==> config.mk <==
export PLATFORM = sky130hd
export DESIGN_NAME = d_reg_pipe
export DESIGN_NICKNAME = d
export VERILOG_FILES = /design/src/rtl/d_reg_pipe_pkg.sv /design/src/rtl/d_reg_pipe_stage.sv /design/src/rtl/d_reg_pipe.sv
export SDC_FILE = /design/constraint.sdc
export NUM_CORES = 1
export LEC_CHECK = 0
export CAP_MARGIN = 10
export CORE_MARGIN = 2
export CORE_UTILIZATION = 47
export CTS_CLUSTER_DIAMETER = 30
export CTS_CLUSTER_SIZE = 20
export DETAILED_ROUTE_END_ITERATION = 12
export PLACE_DENSITY = 0.81
export SKIP_LAST_GASP = 1
export SYNTH_ARGS = -nofsm -noshare
export SYNTH_HDL_FRONTEND = slang
export SYNTH_HIERARCHICAL = 1
export SYNTH_SLANG_ARGS = --single-unit
==> constraint.sdc <==
create_clock -name clk -period 1.8 [get_ports clk]
set_input_delay 0.45 -clock clk [delete_from_list [all_inputs] [get_ports clk]]
set_output_delay 0.45 -clock clk [all_outputs]
set_load 0.05 [all_outputs]
==> src/rtl/d_reg_pipe_pkg.sv <==
// ============================================================================
// d_reg_pkg : shared constants and sizing helper for the d_reg_pipe family
// Rev 1.0
// ============================================================================
`default_nettype none

package d_reg_pkg;

    localparam int DEF_WIDTH = 8;
    localparam int DEF_DEPTH = 3;

    // Width of a counter able to hold 0..depth inclusive.
    function automatic int occ_w(input int depth);
        return $clog2(depth + 1);
    endfunction

endpackage

`default_nettype wire

==> src/rtl/d_reg_pipe_stage.sv <==
// ============================================================================
// d_reg_stage : one pipeline slot holding data and its valid bit (plus parity
//               when built wide enough); async reset, sync clear, load enable.
// Rev 1.0
// ============================================================================
`default_nettype none

module d_reg_stage #(
    parameter int           W       = 9,
    parameter logic [W-1:0] RST_VAL = '0
) (
    input  logic         clk,
    input  logic         reset,
    input  logic         clr_i,
    input  logic         en_i,
    input  logic [W-1:0] d_i,
    output logic [W-1:0] q_o
);

    logic [W-1:0] slot_q;
    logic [W-1:0] slot_d;

    always_comb begin
        slot_d = slot_q;
        if (clr_i) begin
            slot_d = RST_VAL;
        end else if (en_i) begin
            slot_d = d_i;
        end
    end

    always_ff @(posedge clk or posedge reset) begin
        if (reset) begin
            slot_q <= RST_VAL;
        end else begin
            slot_q <= slot_d;
        end
    end

    assign q_o = slot_q;

endmodule

`default_nettype wire

==> src/rtl/d_reg_pipe.sv <==
// ============================================================================
// d_reg_pipe : WIDTH-bit, DEPTH-stage delay pipe with per-stage valid, clear,
//              enable, complementary output and occupancy count.
//              Optional macro D_REG_PIPE_PARITY_EN adds q_par / par_err.
// Rev 1.0
// ============================================================================
`default_nettype none

module d_reg_pipe
    import d_reg_pkg::*;
#(
    parameter int               WIDTH   = DEF_WIDTH,
    parameter int               DEPTH   = DEF_DEPTH,
    parameter logic [WIDTH-1:0] RST_VAL = '0
) (
    input  logic                       clk,
    input  logic                       reset,
    input  logic                       en,
    input  logic                       clr,
    input  logic [WIDTH-1:0]           d,
    input  logic                       d_vld,
    output logic [WIDTH-1:0]           q,
    output logic [WIDTH-1:0]           qb,
`ifdef D_REG_PIPE_PARITY_EN
    output logic                       q_par,
    output logic                       par_err,
`endif
    output logic                       q_vld,
    output logic [occ_w(DEPTH)-1:0]    occ
);

`ifdef D_REG_PIPE_PARITY_EN
    localparam int PW = 1;
`else
    localparam int PW = 0;
`endif
    localparam int OW = occ_w(DEPTH);
    // Slot layout, MSB first: {data, [parity], valid}.
    localparam int SW = WIDTH + PW + 1;
    localparam logic [SW-1:0] SLOT_RST = {RST_VAL, {(PW + 1){1'b0}}};

    logic [SW-1:0]             entry;
    logic [DEPTH-1:0][SW-1:0]  stg_q;

`ifdef D_REG_PIPE_PARITY_EN
    assign entry = {d, ^d, d_vld};
`else
    assign entry = {d, d_vld};
`endif

    generate
        for (genvar i = 0; i < DEPTH; i++) begin : g_stage
            logic [SW-1:0] stg_in;
            if (i == 0) begin : g_head
                assign stg_in = entry;
            end else begin : g_body
                assign stg_in = stg_q[i-1];
            end

            d_reg_stage #(
                .W       (SW),
                .RST_VAL (SLOT_RST)
            ) u_stage (
                .clk   (clk),
                .reset (reset),
                .clr_i (clr),
                .en_i  (en),
                .d_i   (stg_in),
                .q_o   (stg_q[i])
            );
        end
    endgenerate

    assign q     = stg_q[DEPTH-1][SW-1 -: WIDTH];
    assign qb    = ~q;
    assign q_vld = stg_q[DEPTH-1][0];

    // Occupancy tracks entries minus exits, so it never needs a popcount.
    logic [OW-1:0] occ_q;
    logic [OW-1:0] occ_d;

    always_comb begin
        occ_d = occ_q;
        if (clr) begin
            occ_d = '0;
        end else if (en) begin
            occ_d = occ_q + OW'(d_vld) - OW'(q_vld);
        end
    end

    always_ff @(posedge clk or posedge reset) begin
        if (reset) begin
            occ_q <= '0;
        end else begin
            occ_q <= occ_d;
        end
    end

    assign occ = occ_q;

`ifdef D_REG_PIPE_PARITY_EN
    // Check each word once, on the cycle after it lands in the last stage.
    logic out_new_q;
    logic par_err_q;

    assign q_par = stg_q[DEPTH-1][1];

    always_ff @(posedge clk or posedge reset) begin
        if (reset) begin
            out_new_q <= 1'b0;
            par_err_q <= 1'b0;
        end else if (clr) begin
            out_new_q <= 1'b0;
            par_err_q <= 1'b0;
        end else begin
            out_new_q <= en;
            par_err_q <= out_new_q & q_vld & ((^q) ^ q_par);
        end
    end

    assign par_err = par_err_q;
`endif

endmodule

`default_nettype wire

Word level (Yosys, flattened, before mapping)
Index checks and enable logic that the tools add are counted.

Add/sub/neg operators: 2. Muxes and demuxes: 8. Bitwise gates (word level): 1. Reductions and logical operators: 1.

Operators by type and width (count): 9-bit two-way mux (6); 8-bit inverter (1); 2-bit two-way mux (2); 2-bit by 1-bit adder with 2-bit output (1); 2-bit nonzero test (1); 2-bit by 1-bit subtractor with 2-bit output (1).

Register bits after elaboration: 29. Output and inout port bits: 19. Logic and storage cells: 16.

Logic depth before layout (Yosys ltp)
Gate-level depths: netlist of the first run.

Word-level depth: 4. Depth in mapped cells: 7. Depth with buffers taken out: 7.

Hierarchy
The synthesis of the first run kept the hierarchy.

By module, submodules not included: d_reg_stage (times used 3, cells an instance 30, area each 367.9 sq um, sequential area each 225.2 sq um); d_reg_pipe (times used 1, cells an instance 22, area each 162.7 sq um, sequential area each 50.0 sq um).

Worst setup path before layout of the first run
OpenSTA, ideal clock, no wires.

Path type: flip-flop to flip-flop. Start: register occ_q[0], in the netlist occ[0]. End: register occ_q[1], in the netlist occ[1]. Arrival: 1.609 ns. Slack: 0.071 ns. Cell stages (with the launch flop): 8. Path buffers: 0. Period minus slack after synthesis: 1.729 ns. Path through: dfrtp_1 > inv_1 > ha_1 > inv_1 > ha_1 > xor2_1 > a21oi_1 > a31o_1.

Cells in the longest elaborated chain, start to end: 4.

Ends and longest elaborated chain: start: declaration (RTL line d_reg_pipe.sv:79) `logic [OW-1:0] occ_q;`; start signal: assignment (RTL line d_reg_pipe.sv:93) `occ_q <= '0;`; start signal: assignment (RTL line d_reg_pipe.sv:95) `occ_q <= occ_d;`; 2-bit by 1-bit adder with 2-bit output (RTL line d_reg_pipe.sv:87) `occ_d = occ_q + OW'(d_vld) - OW'(q_vld);`; 2-bit by 1-bit subtractor with 2-bit output (RTL line d_reg_pipe.sv:87); 2-bit two-way mux (RTL line d_reg_pipe.sv:86) `end else if (en) begin`; 2-bit two-way mux (RTL line d_reg_pipe.sv:84) `if (clr) begin`.

Every way passes these cells. The select of a mux whose other input is x is not followed. A chain may end at the register's enable or synchronous reset.

Worst setup path after layout of the first run
Ends and elaborated chain as after synthesis.

==> results_dict.tcl, run 1 <==
set metrics [dict create \
    outcome "finished clean" \
    setup-tns-final_ns 0 \
    n_antenna_cell 0 \
    fmax_ghz 0.657 \
    cp.buffers_inverters 2 \
    rsz0062_at_grt "false" \
    firstDrtPassIters 3 \
    worstMarginPinSlew_ns 0.349 \
    power.internal_mw 1.08 \
    synth_commonest_cells "dfrtp_1, nor2_1, mux2i_1" \
    slew_headroom 0.767 \
    synth_largest_area_cell "dfrtp_1" \
    h-tree-depth 2 \
    grt_pass1_wl_um 3890 \
    grt_util_all_layers 0.162 \
    antenna_found_initial 0 \
    worstSetupEndpointType "flip-flop" \
    routedWlPerCell_um 12.9 \
    maxCapViolCount 0 \
    grt_busiest_layer "met2" \
    ant_nets 0 \
    die_area_um2 3130 \
    drt_iter0_markers 6 \
    p_sw_uw 331 \
    avgSynthCellArea_um2 11.3 \
    place_ws_ns 0.0759 \
    start_util 0.502 \
    core_um2 2520 \
    syn_nets 127 \
    cp_top_family "adder cells" \
    setup_ws_ns 0.278 \
    ctsHoldBuffers 0 \
    finalClockSkew_ns 0.00616 \
    ff2ff_setup_slack_ns 0.28 \
    cts_root_buffer "clkbuf_4" \
    ys_types 11 \
    vias_per_cell 4.85 \
    multi_input_area_um2 443 \
    hold_viol_final 0 \
    p_sw_frac 0.234 \
    synth_edf_count 0 \
    clockBufferDepth 2 \
    combPwrFrac 0.126 \
    reg2reg_from "occ[0]" \
    timing.final.crit_share 0.845 \
    synthCells 112 \
    crit_path_start_kind "flip-flop" \
    grt_pass1_vias 847 \
    overflow 0 \
    async_reset_ff_frac 1.00 \
    die_w_um 55.9 \
    fin_crit_ns 1.52 \
    nNetsFinal 162 \
    drc 0 \
    power_frac_seq 0.489 \
    cp.required_ns 2.01 \
    p_per_area_nw_per_um2 862 \
    cts_made_buffers 5 \
    slowest_stage "dfrtp_1" \
    synth.ff_latch_count 29 \
    grt_use_met2 0.250 \
    r2r_cells 7 \
    clock_sinks 29 \
    critPathKind "reg2reg" \
    max_stage_delay_ns 0.39 \
    post_cts_resized 0 \
    finalPower_mw 1.41 \
    path_cells "inv_1 > ha_1 > inv_1 > ha_1 > xor2_1 > a21oi_1 > a31o_1" \
    gp_congestion 0.766 \
    synthesis.area_um2 1270 \
    netlist_top_cells_area "dfrtp_1, mux2i_1, nor2_1, inv_1, buf_6" \
    peakVddDrop_v 0.000653 \
    area_growth_syn_to_layout_pct 29.6 \
    ys_warn_count 6 \
    clkLatencyLatePin_ns 0.32 \
    r2r-end "occ[1]" \
    cts_tree "yes" \
    cts.reportedPaths.clkPinSlew_ns 0.08 \
    grt_max_degree 31 \
    cts_setup_buffers 0 \
    met3_usage 0.0488 \
    rows 18 \
    p_leak_nw 0.878 \
    p_clk_frac 0.385 \
    io_pins 32 \
    nFillCells 209 \
    die_y_um 55.9 \
    place_area_um2 1560 \
    crit_arrival_ns 1.73 \
    synthFlopType "dfrtp_1" \
    setup_viol 0 \
    seqCellArea_um2 726 \
    hpwlAfterDp_um 1660 \
    cp_max_fo 3 \
    vias 864 \
    maxSlewViolCount 0 \
    yosysTopAreaCellShare 0.573 \
    port_buffers 31 \
    use_met1 0.212 \
    fin_area_um2 1640 \
    seq_area_frac_synth 0.573 \
    wl_um 2310 \
    hp-class "in2async" \
    drive_above_1_share 0.196 \
]
-- registers in the layout, indices dropped and copies added (netlist names) --
register / count
g_stage.u_stage/q_o: 27
occ: 2
-- layer usage --
metal / share of wire / vias up / wire length, um
met5: 0 / - / 0
met4: 0.013 / 0 / 30
met3: 0.052 / 3 / 121
met2: 0.52 / 22 / 1200
met1: 0.41 / 412 / 951
li1: - / 427 / -
-- kinds of logic after synthesis --
| logic type | share of synthesized area |
|---|---|
| adder cells (fa/ha/maj) | 0.0198 |
| buffers and inverters | 0.0771 |
| XOR/XNOR | 0.00692 |
| AO/OA/AOI/OAI | 0.0109 |
| multiplexers | 0.221 |
| AND/OR/NAND/NOR | 0.0909 |
| flip-flops | 0.573 |
-- cell type report --
cell class                 count  area share
multi-input combinational     63       0.270
sequential                    29       0.442
timing repair buffer          34       0.181
inverter                      14      0.0320
clock inverter                 1      0.0183
clock buffer                   7      0.0335
tap                           30      0.0229
-- power groups by stage --
stage	sequential, mW	combinational (mW)	clock, mW
2_1_floorplan	0.722	0.0963	0
3_3_place_gp	0.704	0.176	0
3_5_place_dp	0.705	0.180	0
4_1_cts	0.692	0.181	0.558
5_1_grt	0.695	0.195	0.591
6_report	0.692	0.179	0.544
-- through the flow --
step | std cells | utilization | hold slack (ns)
6_report | 178 | 0.651 | 0.390
5_1_grt | 178 | 0.651 | 0.387
4_1_cts | 178 | 0.651 | 0.386
3_5_place_dp | 170 | 0.617 | 0.516
3_3_place_gp | 170 | 0.617 | 0.510
2_1_floorplan | 112 | - | 0.191
-- worst max-delay path by stage --
stage	start	end	slack, ns	cells after the start
2_1_floorplan	occ[0]	occ[1]	0.07	7
3_3_place_gp	d_vld	occ[1]	0.15	5
3_5_place_dp	d_vld	occ[1]	0.08	5
4_1_cts	occ[0]	occ[1]	0.27	7
5_1_grt	occ[0]	occ[1]	0.22	7
6_report	occ[0]	occ[1]	0.28	7
-- placed cells by master, fill, tap and decap left out --
cell,count
buf_4,21
clkdlybuf4s50_1,12
clkbuf_8,1
dfrtp_1,29
xor2_1,1
a31o_1,1
buf_12,1
nand2b_1,1
clkbuf_1,1
nor2_1,29
ha_1,2
mux2i_1,28
bufinv_16,1
clkbuf_4,5
inv_1,14
a21oi_1,1
(Power assumes the default switching activity.)
==> run 2, diff against run 1 <==
Clock period 1.8 ns to 1.44 ns, I/O delays scaled along.
==> run 2 against run 1 <==
  * Final area grew 18%
  * Sequential share of layout area shrank 6.5 points
  * Maximum frequency grew 8.0%
  * Global-route usage is 1.4 points higher
  * Core utilization increased by 12 points
  * Clock skew up 0.00075 ns
  * Highest routed layer unchanged
==> results_dict.tcl, run 2 (synthesis gave the netlist of run 1 again) <==
set metrics [dict create \
    setup-tns-final_ns 0 \
    hp-class "in2async" \
    power_frac_seq 0.477 \
    dp_cells 172 \
    ant_nets 0 \
    io_pins 32 \
    nNetsFinal 164 \
    timing.final.crit_share 0.978 \
    fin_crit_ns 1.41 \
    overflow 0 \
    die_w_um 55.9 \
    grt_pass1_vias 874 \
    path_cells "ha_4 > inv_2 > ha_4 > xor2_2 > a21oi_1 > a31o_1" \
    worstSetupEndpointType "flip-flop" \
    hpwlAfterDp_um 1780 \
    grt_pass1_wl_um 4110 \
    r2r_cells 6 \
    p_sw_uw 428 \
    antenna_found_initial 0 \
    crit_path_start_kind "flip-flop" \
    p_leak_nw 0.966 \
    p_per_area_nw_per_um2 942 \
    clock_sinks 29 \
    grt_util_all_layers 0.176 \
    drive_above_1_share 0.253 \
    n_antenna_cell 0 \
    rows 18 \
    maxCapViolCount 0 \
    place_area_um2 1810 \
    max_stage_delay_ns 0.45 \
    mostFrequentLayoutCells "nor2_1, mux2i_1, dfrtp_1" \
    crit_start "g_stage[2].u_stage/q_o[0]" \
    cts_made_buffers 5 \
    die_area_um2 3130 \
    grt_max_degree 31 \
    routedWlPerCell_um 13.0 \
    fin_area_um2 1930 \
    hold_viol_final 0 \
    r2r-end "occ[1]" \
    finalClockSkew_ns 0.00691 \
    critPathKind "reg2reg" \
    combPwrFrac 0.149 \
    p_clk_frac 0.375 \
    setup_ws_ns 0.0312 \
    outcome "finished clean" \
    clockBufferDepth 2 \
    ff2ff_setup_slack_ns 0.03 \
    area_growth_syn_to_layout_pct 52.7 \
    wl_um 2350 \
    rsz0062_at_grt "true" \
    finalPower_mw 1.82 \
    core_um2 2520 \
    worstMarginPinSlew_ns 0.340 \
    maxSlewViolCount 0 \
    reg2reg_from "g_stage[2].u_stage/q_o[0]" \
    cp.buffers_inverters 1 \
    cts_root_buffer "clkbuf_4" \
    cp.required_ns 1.67 \
    h-tree-depth 2 \
    clkLatencyLatePin_ns 0.32 \
    crit_path_frequent_cell "ha_4" \
    cts_tree "yes" \
    slew_headroom 0.773 \
    cts.reportedPaths.clkPinSlew_ns 0.09 \
    cp_num_cells 6 \
    vias 866 \
    drc 0 \
    cp_max_fo 2 \
    layout.cells.non_filler 180 \
    p_sw_frac 0.235 \
    drt_iter0_markers 12 \
    endpoint "occ[1]" \
    vias_per_cell 4.81 \
    hold_ws_ns 0.278 \
    place_ws_ns -0.154 \
    port_buffers 31 \
    final_core_util 0.766 \
    slowest_stage "dfrtp_2" \
    firstDrtPassIters 3 \
    setup_viol 0 \
    ctsHoldBuffers 0 \
    largest_reg_flops 27 \
    gp_congestion 0.713 \
    layout_commonest_cell "nor2_1" \
    cts_setup_buffers 0 \
    start_util 0.502 \
    peakVddDrop_v 0.000848 \
    fmax_ghz 0.710 \
    die_y_um 55.9 \
    power.internal_mw 1.39 \
    cp_top_family "flip-flops" \
    crit_arrival_ns 1.64 \
]
## run 2: cell count changes in the layout (fill, tap and decap cells not counted), sizes merged
cell and change:
buf +2
## run 2: layout make-up
cell class / instances / area (um2)
tap: 30 / 37.5
fill: 160 / 589
clock inverter: 1 / 30.0
inverter: 14 / 52.6
timing repair buffer: 36 / 554
sequential: 29 / 728
clock buffer: 7 / 55.1
multi-input combinational: 63 / 475
## run 2: routing by layer
metal,global-route usage,share of wire
met1,0.208,0.43
met4,0.0816,0.020
met3,0.0628,0.055
met2,0.289,0.49
met5,0,0
## run 2: power by group through the flow
stage          logic (mW)  registers, mW  clock network, mW
2_1_floorplan       0.121          0.904                  0
3_3_place_gp        0.254          0.882                  0
3_5_place_dp        0.262          0.885                  0
4_1_cts             0.272          0.869              0.697
5_1_grt             0.291          0.873              0.744
6_report            0.271          0.869              0.683
## run 2: worst min path at each step
| stage | startpoint | endpoint | slack [ns] |
|---|---|---|---|
| 2_1_floorplan | reset | occ[1] | 0.10 |
| 3_3_place_gp | g_stage[1].u_stage/q_o[0] | g_stage[2].u_stage/q_o[0] | 0.50 |
| 3_5_place_dp | g_stage[1].u_stage/q_o[8] | g_stage[2].u_stage/q_o[8] | 0.52 |
| 4_1_cts | reset | occ[0] | 0.27 |
| 5_1_grt | reset | occ[0] | 0.27 |
| 6_report | reset | occ[1] | 0.28 |
## run 2: timing repair
action / 4_1_cts / 5_1_grt
setup endpoints to repair: 1 / 3
pin swaps: 3 / 1
gates cloned: 0 / 0
resized for setup: 4 / 2
## run 2: worst reg2reg max path: cells and delay by family (launching register included)
kind	cells	cell delay [ns]
xor gates and xnor gates	1	0.14
AOI/OAI and AO/OA	2	0.27
adders and majority gates	2	0.42
DFF	1	0.45
buffers and inverters	1	0.04
